## src/rtl/db15_pkg.sv

```systemverilog
`default_nettype none
// ============================================================================
// Module   : db15_pkg
// Purpose  : Shared DB15 joystick-link constants, word type and frame helper.
// Revision : 1.0 - initial release
// ============================================================================
package db15_pkg;

    localparam int BTN_R     = 0;
    localparam int BTN_L     = 1;
    localparam int BTN_D     = 2;
    localparam int BTN_U     = 3;
    localparam int BTN_A     = 4;
    localparam int BTN_B     = 5;
    localparam int BTN_C     = 6;
    localparam int BTN_X     = 7;
    localparam int BTN_Y     = 8;
    localparam int BTN_Z     = 9;
    localparam int BTN_START = 10;
    localparam int BTN_MODE  = 11;

    localparam int DB15_W = 16;

    typedef logic [DB15_W-1:0] joy_word_t;

    function automatic int frame_bits(input int w);
        return 2 * w;
    endfunction

endpackage
`default_nettype wire

```

## src/rtl/sync_edge.sv

```systemverilog
`default_nettype none
// ============================================================================
// Module   : sync_edge
// Purpose  : Synchronizer, optional majority filter (DB15_TX_FILTER_EN) and
//            rise/fall detector for one asynchronous pin.
// Revision : 1.0 - initial release
// ============================================================================
module sync_edge
    import db15_pkg::*;
#(
    parameter int   SYNC    = 2,
    parameter logic RST_VAL = 1'b0
) (
    input  logic clk,
    input  logic rst_n,
    input  logic pin_i,
    output logic level_o,
    output logic rise_o,
    output logic fall_o
);

`ifdef DB15_TX_FILTER_EN
    localparam int VLEN = SYNC + 2;
`else
    localparam int VLEN = SYNC;
`endif

    logic [SYNC-1:0] sync_q;
    logic [VLEN-1:0] valid_q;
    logic            prev_q;
    logic            armed_q;
    logic            sync_w;
    logic            filt_w;

    always_ff @(posedge clk or negedge rst_n) begin
        if (!rst_n) begin
            sync_q  <= {SYNC{RST_VAL}};
            valid_q <= '0;
        end else begin
            sync_q  <= {sync_q[SYNC-2:0], pin_i};
            valid_q <= {valid_q[VLEN-2:0], 1'b1};
        end
    end

    assign sync_w = sync_q[SYNC-1];

`ifdef DB15_TX_FILTER_EN
    logic [1:0] hist_q;

    always_ff @(posedge clk or negedge rst_n) begin
        if (!rst_n) begin
            hist_q <= {2{RST_VAL}};
        end else begin
            hist_q <= {hist_q[0], sync_w};
        end
    end

    assign filt_w = (sync_w & hist_q[0]) | (sync_w & hist_q[1]) | (hist_q[0] & hist_q[1]);
`else
    assign filt_w = sync_w;
`endif

    // Edges count only once a genuine low sample has followed reset release.
    always_ff @(posedge clk or negedge rst_n) begin
        if (!rst_n) begin
            prev_q  <= RST_VAL;
            armed_q <= 1'b0;
        end else begin
            prev_q <= filt_w;
            if (valid_q[VLEN-1] && !filt_w) begin
                armed_q <= 1'b1;
            end
        end
    end

    assign level_o = filt_w;
    assign rise_o  = armed_q &  filt_w & ~prev_q;
    assign fall_o  = armed_q & ~filt_w &  prev_q;

endmodule
`default_nettype wire

```

## src/rtl/joy_db15_tx.sv

```systemverilog
`default_nettype none
// ============================================================================
// Module   : joy_db15_tx
// Purpose  : Device end of the DB15 serial joystick link (PISO shift chain).
//            Optional glitch filter enabled by DB15_TX_FILTER_EN.
// Revision : 1.0 - initial release
// ============================================================================
module joy_db15_tx
    import db15_pkg::*;
#(
    parameter int W    = 16,
    parameter int SYNC = 2
) (
    input  logic                       clk,
    input  logic                       reset_n,
    input  logic [W-1:0]               joy_in1,
    input  logic [W-1:0]               joy_in2,
    input  logic                       joy_clk,
    input  logic                       joy_load,
    output logic                       joy_data,
    output logic                       busy,
    output logic                       frame_done,
    output logic [$clog2(2*W+1)-1:0]   bit_idx
);

    localparam int             NBITS    = frame_bits(W);
    localparam int             IW       = $clog2(NBITS + 1);
    localparam logic [IW-1:0]  IDX_LAST = IW'(NBITS - 1);
    localparam logic [IW-1:0]  IDX_IDLE = IW'(NBITS);

    logic             clk_lvl_w, clk_rise_w, clk_fall_w;
    logic             load_lvl_w, load_rise_w, load_fall_w;
    logic [NBITS-1:0] sr_q, sr_d;
    logic [IW-1:0]    idx_q, idx_d;
    logic             busy_q, busy_d;
    logic             done_q, done_d;
    logic             data_q;
    logic             unused_ok;

    sync_edge #(.SYNC(SYNC), .RST_VAL(1'b0)) u_sync_clk (
        .clk     (clk),
        .rst_n   (reset_n),
        .pin_i   (joy_clk),
        .level_o (clk_lvl_w),
        .rise_o  (clk_rise_w),
        .fall_o  (clk_fall_w)
    );

    // Load idles high so reset release never looks like a load.
    sync_edge #(.SYNC(SYNC), .RST_VAL(1'b1)) u_sync_load (
        .clk     (clk),
        .rst_n   (reset_n),
        .pin_i   (joy_load),
        .level_o (load_lvl_w),
        .rise_o  (load_rise_w),
        .fall_o  (load_fall_w)
    );

    assign unused_ok = &{1'b0, clk_lvl_w, clk_fall_w, load_rise_w, load_fall_w};

    always_comb begin
        sr_d   = sr_q;
        idx_d  = idx_q;
        busy_d = busy_q;
        done_d = 1'b0;
        if (!load_lvl_w) begin
            sr_d   = {joy_in2, joy_in1};
            idx_d  = '0;
            busy_d = 1'b1;
        end else if (clk_rise_w) begin
            sr_d = {1'b0, sr_q[NBITS-1:1]};
            if (idx_q != IDX_IDLE) begin
                idx_d = idx_q + 1'b1;
            end
            if (idx_q == IDX_LAST) begin
                done_d = 1'b1;
                busy_d = 1'b0;
            end
        end
    end

    always_ff @(posedge clk or negedge reset_n) begin
        if (!reset_n) begin
            sr_q   <= '0;
            idx_q  <= IDX_IDLE;
            busy_q <= 1'b0;
            done_q <= 1'b0;
            data_q <= 1'b1;
        end else begin
            sr_q   <= sr_d;
            idx_q  <= idx_d;
            busy_q <= busy_d;
            done_q <= done_d;
            data_q <= ~sr_d[0];
        end
    end

    assign joy_data   = data_q;
    assign busy       = busy_q;
    assign frame_done = done_q;
    assign bit_idx    = idx_q;

endmodule
`default_nettype wire

```

## config.mk

```make
export PLATFORM = sky130hd
export DESIGN_NAME = joy_db15_tx
export DESIGN_NICKNAME = d
export VERILOG_FILES = /design/src/rtl/db15_pkg.sv /design/src/rtl/sync_edge.sv /design/src/rtl/joy_db15_tx.sv
export SDC_FILE = /design/constraint.sdc
export NUM_CORES = 1
export LEC_CHECK = 0
export ABC_CLOCK_PERIOD_IN_PS = 2300
export CORE_UTILIZATION = 40
export DETAILED_ROUTE_END_ITERATION = 8
export PLACE_DENSITY_LB_ADDON = 0.12
export RECOVER_POWER = 25
export SLEW_MARGIN = 25
export SYNTH_ARGS = -nofsm -noshare
export SYNTH_HDL_FRONTEND = slang
export SYNTH_SLANG_ARGS = --single-unit
```

## constraint.sdc

```tcl
create_clock -name clk -period 2.3 [get_ports clk]
set_clock_uncertainty 0.05 [all_clocks]
set_input_delay 0.23 -clock clk [delete_from_list [all_inputs] [get_ports clk]]
set_output_delay 0.23 -clock clk [all_outputs]
set_load 0.05 [all_outputs]
```

==> flow_summary_export.csv, run 1 <==
group,metric,value,unit
logic_synthesis,yosys_most_used_dff,"dfrtp_1",
worst_setup_path,cpPeakStageDelay,820,ps
logic_synthesis,synth-seq-cells,49,
detailed_routing,drc_errors,0,
global_routing,antenna_found_initial,0,
worst_hold_path,min_path_cells,0,
timing,maxSlewViolCount,0,
timing,tns,0,ps
worst_setup_path,crit_required,2020,ps
global_routing,grt_pass1_vias,1593,
logic_synthesis,yosys_warnings,0,
clock_network,cts_tree,"yes",
finish,fillers,518,
worst_hold_path,min_to,"u_sync_clk.sync_q[1]",
worst_setup_path,worstSetupEndpointType,"output port",
power,power.switching,0.4261,mW
worst_setup_path,r2r_slack,710,ps
global_routing,grt_pass1_wl,6955,um
detailed_routing,vias_per_cell,4.962,
finish,num_antenna_cells,0,
logic_synthesis,ys_seq_area_frac,0.5798,
worst_setup_path,critPathTopFamily,"buffers and inverters",
worst_setup_path,rr_endpoint,"bit_idx[5]",
worst_setup_path,cp.depth,1,
worst_setup_path,worstPathCellList,"clkdlybuf4s50_1",
timing,worst_slew_pin_slew,658.5,ps
floorplan,dieWidth,74.86,um
clock_network,htree_levels,2,
logic_synthesis,yosysMostFrequentCell,"nand2_1",
power,p_int,1.271,mW
worst_setup_path,critical-path-slowest-cell,"clkdlybuf4s50_1",
worst_setup_path,arrival,1700,ps
clock_network,cts_made_buffers,5,
placement,dp_hpwl,2758,um
detailed_routing,drt_iter0_markers,139,
status,status,"complete, no violations",
logic_synthesis,syn_nets,266,
detailed_routing,dr.pass1.iters,4,
run,cap_viol_max_count,0,
clock_network,clock-root-buffer,"clkbuf_8",
worst_setup_path,path_buf_inv,1,
clock_network,clk_pin_slew_worst_paths,80,ps
finish,finish.instance_area,2714,um2
finish,nNetsFinal,308,
finish,drive_gt1_frac,0.06642,
detailed_routing,wl,4185,um
floorplan,core,5107,um2
floorplan,initial_core_util,0.4157,
timing,slew_headroom,0.5610,
power,p_comb_frac,0.147,
logic_synthesis,synth_edf_count,0,
worst_setup_path,r2r-start,"u_sync_clk.prev_q",
floorplan,dieArea,5603,um2
worst_hold_path,hp-class,"reg2reg",
timing,rsz0062_at_grt,"false",
timing,fmax,0.5038,GHz
worst_hold_path,hold_start,"u_sync_clk.sync_q[0]",
worst_setup_path,cp_max_fo,7,
timing,fin_crit_sh,0.8629,
clock_network,clock_latency,290,ps
clock_network,cts_sinks,49,
power,p_per_area,625.2,nW/um2
detailed_routing,vias,1692,
placement,gp_congestion,0.7108,
finish,syn_to_final_growth,27.81,%
timing,setup_violations,0,
clock_network,clk_path_buf_depth,2,
worst_setup_path,critPathLaunchType,"register",
logic_synthesis,synth.largest_area_cell,"dfrtp_1",
power,p_clk_frac,0.281,
logic_synthesis,yosys-top-cells-area,"dfrtp_1 53%, nand2_1 11%, a31oi_1 8.5%",
placement,io_buffer_count,44,
finish,regArea,1231,um2
timing,finalCriticalPeriod,1985,ps
worst_setup_path,r2r_cells,3,
power,leakagePower,1.154,nW
floorplan,die_h,74.86,um
finish,multi_input_area,802.0,um2
logic_synthesis,synth_cells,228,
power,p_seq_frac,0.573,
clock_network,post_cts_resized,0,
logic_synthesis,yosysUniqueCellTypes,28,
worst_setup_path,critPathLaunch,"bit_idx[5]",
power,ir_drop,0.0003741,V
logic_synthesis,synth_common_cells,"62 x nand2_1, 45 x dfrtp_1, 32 x nor2_1, 29 x a31oi_1, 10 x clkbuf_1",
logic_synthesis,synth_top_area_share,0.5303,
power,switching_share,0.2511,
placement,dpl_cell_area,2624,um2
detailed_routing,ant_nets,0,
global_routing,grt_max_degree,37,
logic_synthesis,syn_avg_cell_area,9.313,um2
floorplan,ios,45,
floorplan,num_rows,26,
timing,finalHoldViolations,0,
global_routing,overflow,0,
worst_setup_path,criticalPathCategory,"reg2out",
logic_synthesis,syn_area,2123,um2
detailed_routing,wl_per_cell,12.27,um
global_routing,grt_use_total,0.1643,
logic_synthesis,synthArstFlopShare,1.000,
==> worst register-to-register path: stages, from the launching register on <==
cell	delay (ps)
dfrtp_1	380
nand3b_4	350
or4_1	580
a21oi_1	160
==> power groups by stage <==
| stage | Clock (mW) | Sequential [mW] | Combinational (mW) |
|---|---|---|---|
| after CTS | 0.497 | 0.972 | 0.254 |
| after floorplan | 0 | 0.993 | 0.129 |
| after detailed placement | 0 | 0.989 | 0.251 |
| after global routing | 0.527 | 0.981 | 0.284 |
| after global placement | 0 | 0.987 | 0.251 |
| final | 0.476 | 0.971 | 0.249 |
==> cells in the final DEF (no fill, tap or decap), types with 2 or more instances in the layout <==
master / n
clkdlybuf4s50_1: 41
dfstp_2: 4
or3_1: 2
a31oi_1: 29
a32o_1: 3
a21o_1: 2
clkbuf_1: 3
buf_4: 6
nor4b_1: 2
dlygate4sd3_1: 3
nor2_1: 32
ha_1: 2
dfrtp_1: 45
a21oi_1: 4
inv_1: 6
clkbuf_8: 5
nand3_1: 5
o21ai_1: 2
nand2_1: 62
==> kinds of logic (layout without fill, tap and decap cells) <==
group           after synthesis  in the layout  share of synthesized area
compound gates               45             45                     0.1408
fa+ha+maj                     2              2                    0.01178
buf+inv                      22             65                    0.04243
flops                        49             49                     0.5798
mux                           1              1                   0.004714
other cells                   1              1                   0.001766
simple gates                108            108                     0.2186
==> repair_timing <==
item | CTS | global route
setup buffers | 0 | 0
endpoints found under the hold margin | 24 | 0
hold buffers | 1 | 0
==> registers in the layout, indices dropped and copies added, names as in the netlist, named ones only <==
register and flops:
busy 1, joy_data 1, bit_idx 6, sr_q 31, u_sync_clk.armed_q 1, u_sync_clk.sync_q 2, u_sync_load.sync_q 2, u_sync_clk.prev_q 1
u_sync_clk.valid_q 2, frame_done 1
==> routing by layer <==
metal	vias up	track usage	part of all wire
li1	858	-	-
met4	0	0.05660	0.0096
met1	792	0.2320	0.51
met5	-	0	0
met2	37	0.2513	0.44
met3	5	0.03614	0.038
==> worst max-delay path by stage <==
stage / to / slack [ps]
after floorplan: bit_idx[4] / 640
after global placement: bit_idx[5] / 650
after detailed placement: bit_idx[5] / 640
after CTS: bit_idx[5] / 310
after global routing: bit_idx[5] / 280
final: bit_idx[5] / 320
==> cell type report <==
type,count,area share
inverters,6,0.008299
well taps,70,0.03227
clock buffers,8,0.02951
flip-flops and latches,49,0.4537
multi-input cells,157,0.2955
repair buffers,51,0.1807
==> through the flow <==
stage	power, mW	hold slack [ps]	util	std cells	setup WS (ps)
final	1.697	304.0	0.5314	341	315.2
after global routing	1.792	310.4	0.5314	341	275.2
after CTS	1.723	299.4	0.5314	341	308.3
after detailed placement	1.240	256.4	0.5137	332	639.6
after global placement	1.238	257.9	0.5137	332	646.5
after floorplan	1.122	-115.6	-	228	635.5
Note: power is estimated with default switching activity, not from simulation.
==> inputs of run 2 (changes only) <==
--- a/config.mk
+++ b/config.mk
@@ -6,8 +6,10 @@
 export NUM_CORES = 1
 export LEC_CHECK = 0
 export ABC_CLOCK_PERIOD_IN_PS = 2300
+export CORE_MARGIN = 5
 export CORE_UTILIZATION = 40
 export DETAILED_ROUTE_END_ITERATION = 8
+export MAX_ROUTING_LAYER = met4
 export PLACE_DENSITY_LB_ADDON = 0.12
 export RECOVER_POWER = 25
 export SLEW_MARGIN = 25
==> run 2 against run 1 <==
Sequential power barely moved. Die area rose by 23%. Count of clock-buffer cells in the layout fell by 3. Via count fell by 0.12%. Routed wire length rose by 4.8%. Non-clock buffer count fell by 1. First-iteration DRC count fell by 33%.
==> flow_summary_export.csv, run 2 (same netlist as run 1, synthesis figures left out) <==
group,metric,value,unit
status,status,"complete, no violations",
clock_network,clk_path_buf_depth,2,
worst_setup_path,critPathLaunchType,"register",
detailed_routing,ant_nets,0,
global_routing,grt_pass1_vias,1607,
worst_setup_path,criticalPathCategory,"reg2out",
worst_setup_path,worstSetupEndpointType,"output port",
detailed_routing,drt_iter0_markers,93,
floorplan,dieWidth,82.86,um
timing,fmax,0.5016,GHz
power,p_per_area,672.1,nW/um2
power,ir_drop,0.0003960,V
detailed_routing,drc_errors,0,
detailed_routing,vias_per_cell,4.971,
placement,dp_hpwl,2927,um
floorplan,initial_core_util,0.4131,
timing,slew_headroom,0.3937,
detailed_routing,wl,4387,um
finish,regMostFlops,"sr_q",
clock_network,cts_tree,"yes",
floorplan,ios,45,
worst_setup_path,critical-path-slowest-cell,"clkdlybuf4s50_1",
worst_hold_path,hp-class,"reg2reg",
timing,fin_crit_sh,0.8667,
worst_setup_path,path_buf_inv,1,
global_routing,grt_pass1_wl,7410,um
clock_network,clock-root-buffer,"clkbuf_8",
clock_network,clk_pin_slew_worst_paths,100,ps
timing,setup_violations,0,
placement,gp_congestion,0.8003,
timing,maxSlewViolCount,0,
worst_setup_path,crit_required,2020,ps
timing,whs,311.8,ps
timing,finalCriticalPeriod,1993,ps
clock_network,post_cts_resized,0,
clock_network,clock_latency,300,ps
global_routing,overflow,0,
timing,finalHoldViolations,0,
global_routing,antenna_found_initial,0,
worst_setup_path,cpPeakStageDelay,820,ps
floorplan,core,5140,um2
finish,drive_gt1_frac,0.07037,
clock_network,htree_levels,2,
finish,mostFrequentLayoutCell,"nand2_1",
floorplan,num_rows,26,
detailed_routing,dr.pass1.iters,4,
floorplan,die_h,82.86,um
finish,nNetsFinal,307,
run,cap_viol_max_count,0,
finish,mostFrequentLayoutCells,"62 x nand2_1, 45 x dfrtp_1, 41 x clkdlybuf4s50_1, 32 x nor2_1, 29 x a31oi_1",
detailed_routing,wl_per_cell,12.90,um
finish,syn_to_final_growth,30.17,%
worst_setup_path,cp_max_fo,7,
floorplan,dieArea,6865,um2
worst_setup_path,arrival,1710,ps
global_routing,grt_max_degree,54,
global_routing,grt_use_total,0.1340,
timing,rsz0062_at_grt,"false",
clock_network,cts_made_buffers,5,
timing,worst_slew_pin_slew,909.4,ps
finish,num_antenna_cells,0,
detailed_routing,vias,1690,
clock_network,cts_sinks,49,
worst_setup_path,worstPathCellList,"clkdlybuf4s50_1",
timing,tns,0,ps
worst_setup_path,critPathTopFamily,"buffers and inverters",
power,leakagePower,1.174,nW
finish,largest_reg_flops,31,
placement,io_buffer_count,44,
==> run 2: worst paths after layout <==
check | start | end | slack, ps | cells past startpoint
max in group asynchronous | reset_n | joy_data | 750 | 3
min in group asynchronous | reset_n | u_sync_clk.sync_q[0] | 510 | 2
setup reg to reg | u_sync_load.sync_q[1] | bit_idx[1] | 660 | 3
hold / removal | u_sync_clk.valid_q[0] | u_sync_clk.valid_q[1] | 310 | 0
hold reg to reg | u_sync_clk.valid_q[0] | u_sync_clk.valid_q[1] | 310 | 0
setup / recovery | bit_idx[5] | bit_idx[5] | 310 | 1
==> run 2: through the flow <==
stage               std cells  utilization  power, mW  cell area [um2]  setup WS (ps)
floorplan                 228            -      1.122             2123          635.5
global route              340       0.5377      1.953             2764          253.8
CTS                       340       0.5385      1.883             2768          294.0
detailed placement        331       0.5139      1.244             2641          642.3
finish                    340       0.5377      1.858             2764          306.5
global placement          331       0.5139      1.242             2641          640.6
==> run 2: cell type report <==
| class | instances | area [um2] |
|---|---|---|
| timing repair buffer | 50 | 504.2 |
| inverter | 6 | 22.52 |
| multi-input combinational | 157 | 802.0 |
| fill | 501 | 2376 |
| tap | 70 | 87.58 |
| clock buffer | 5 | 68.82 |
| sequential | 49 | 1231 |
| clock inverter | 3 | 47.55 |
==> run 2: layer usage <==
metal,up-vias,track usage,routed length [um]
li1,855,-,-
met1,796,0.1803,2240
met2,37,0.1931,1896
met3,2,0.04554,232
met4,0,0.03715,17
met5,-,-,0
==> run 2: what timing repair did <==
action	CTS	global route
hold buffers	1	0
hold endpoints to repair	16	0
endpoints found under the setup margin	0	0
setup buffers	0	0
==> run 2: report_power, final <==
| part | leakage (nW) | switching (mW) | internal, mW |
|---|---|---|---|
| Sequential | 0.563 | 0.0401 | 0.934 |
| Clock | 0.0591 | 0.301 | 0.332 |
| Combinational | 0.552 | 0.128 | 0.123 |
==> run 2: worst reg2reg max path, delay by kind of cell, from the launching register on <==
family	cells	cell delay (ps)
AO/OA/AOI/OAI	1	280
flip-flops	1	740
AND/OR/NAND/NOR	2	470
==> inputs of run 3 (changes only) <==
--- a/config.mk
+++ b/config.mk
@@ -8,6 +8,7 @@
 export ABC_CLOCK_PERIOD_IN_PS = 2300
 export CORE_MARGIN = 5
 export CORE_UTILIZATION = 40
+export CTS_CLUSTER_SIZE = 24
 export DETAILED_ROUTE_END_ITERATION = 8
 export MAX_ROUTING_LAYER = met4
 export PLACE_DENSITY_LB_ADDON = 0.12
==> results of run 3 <==
The final DEF is identical to that of run 2; final timing and power are the same.
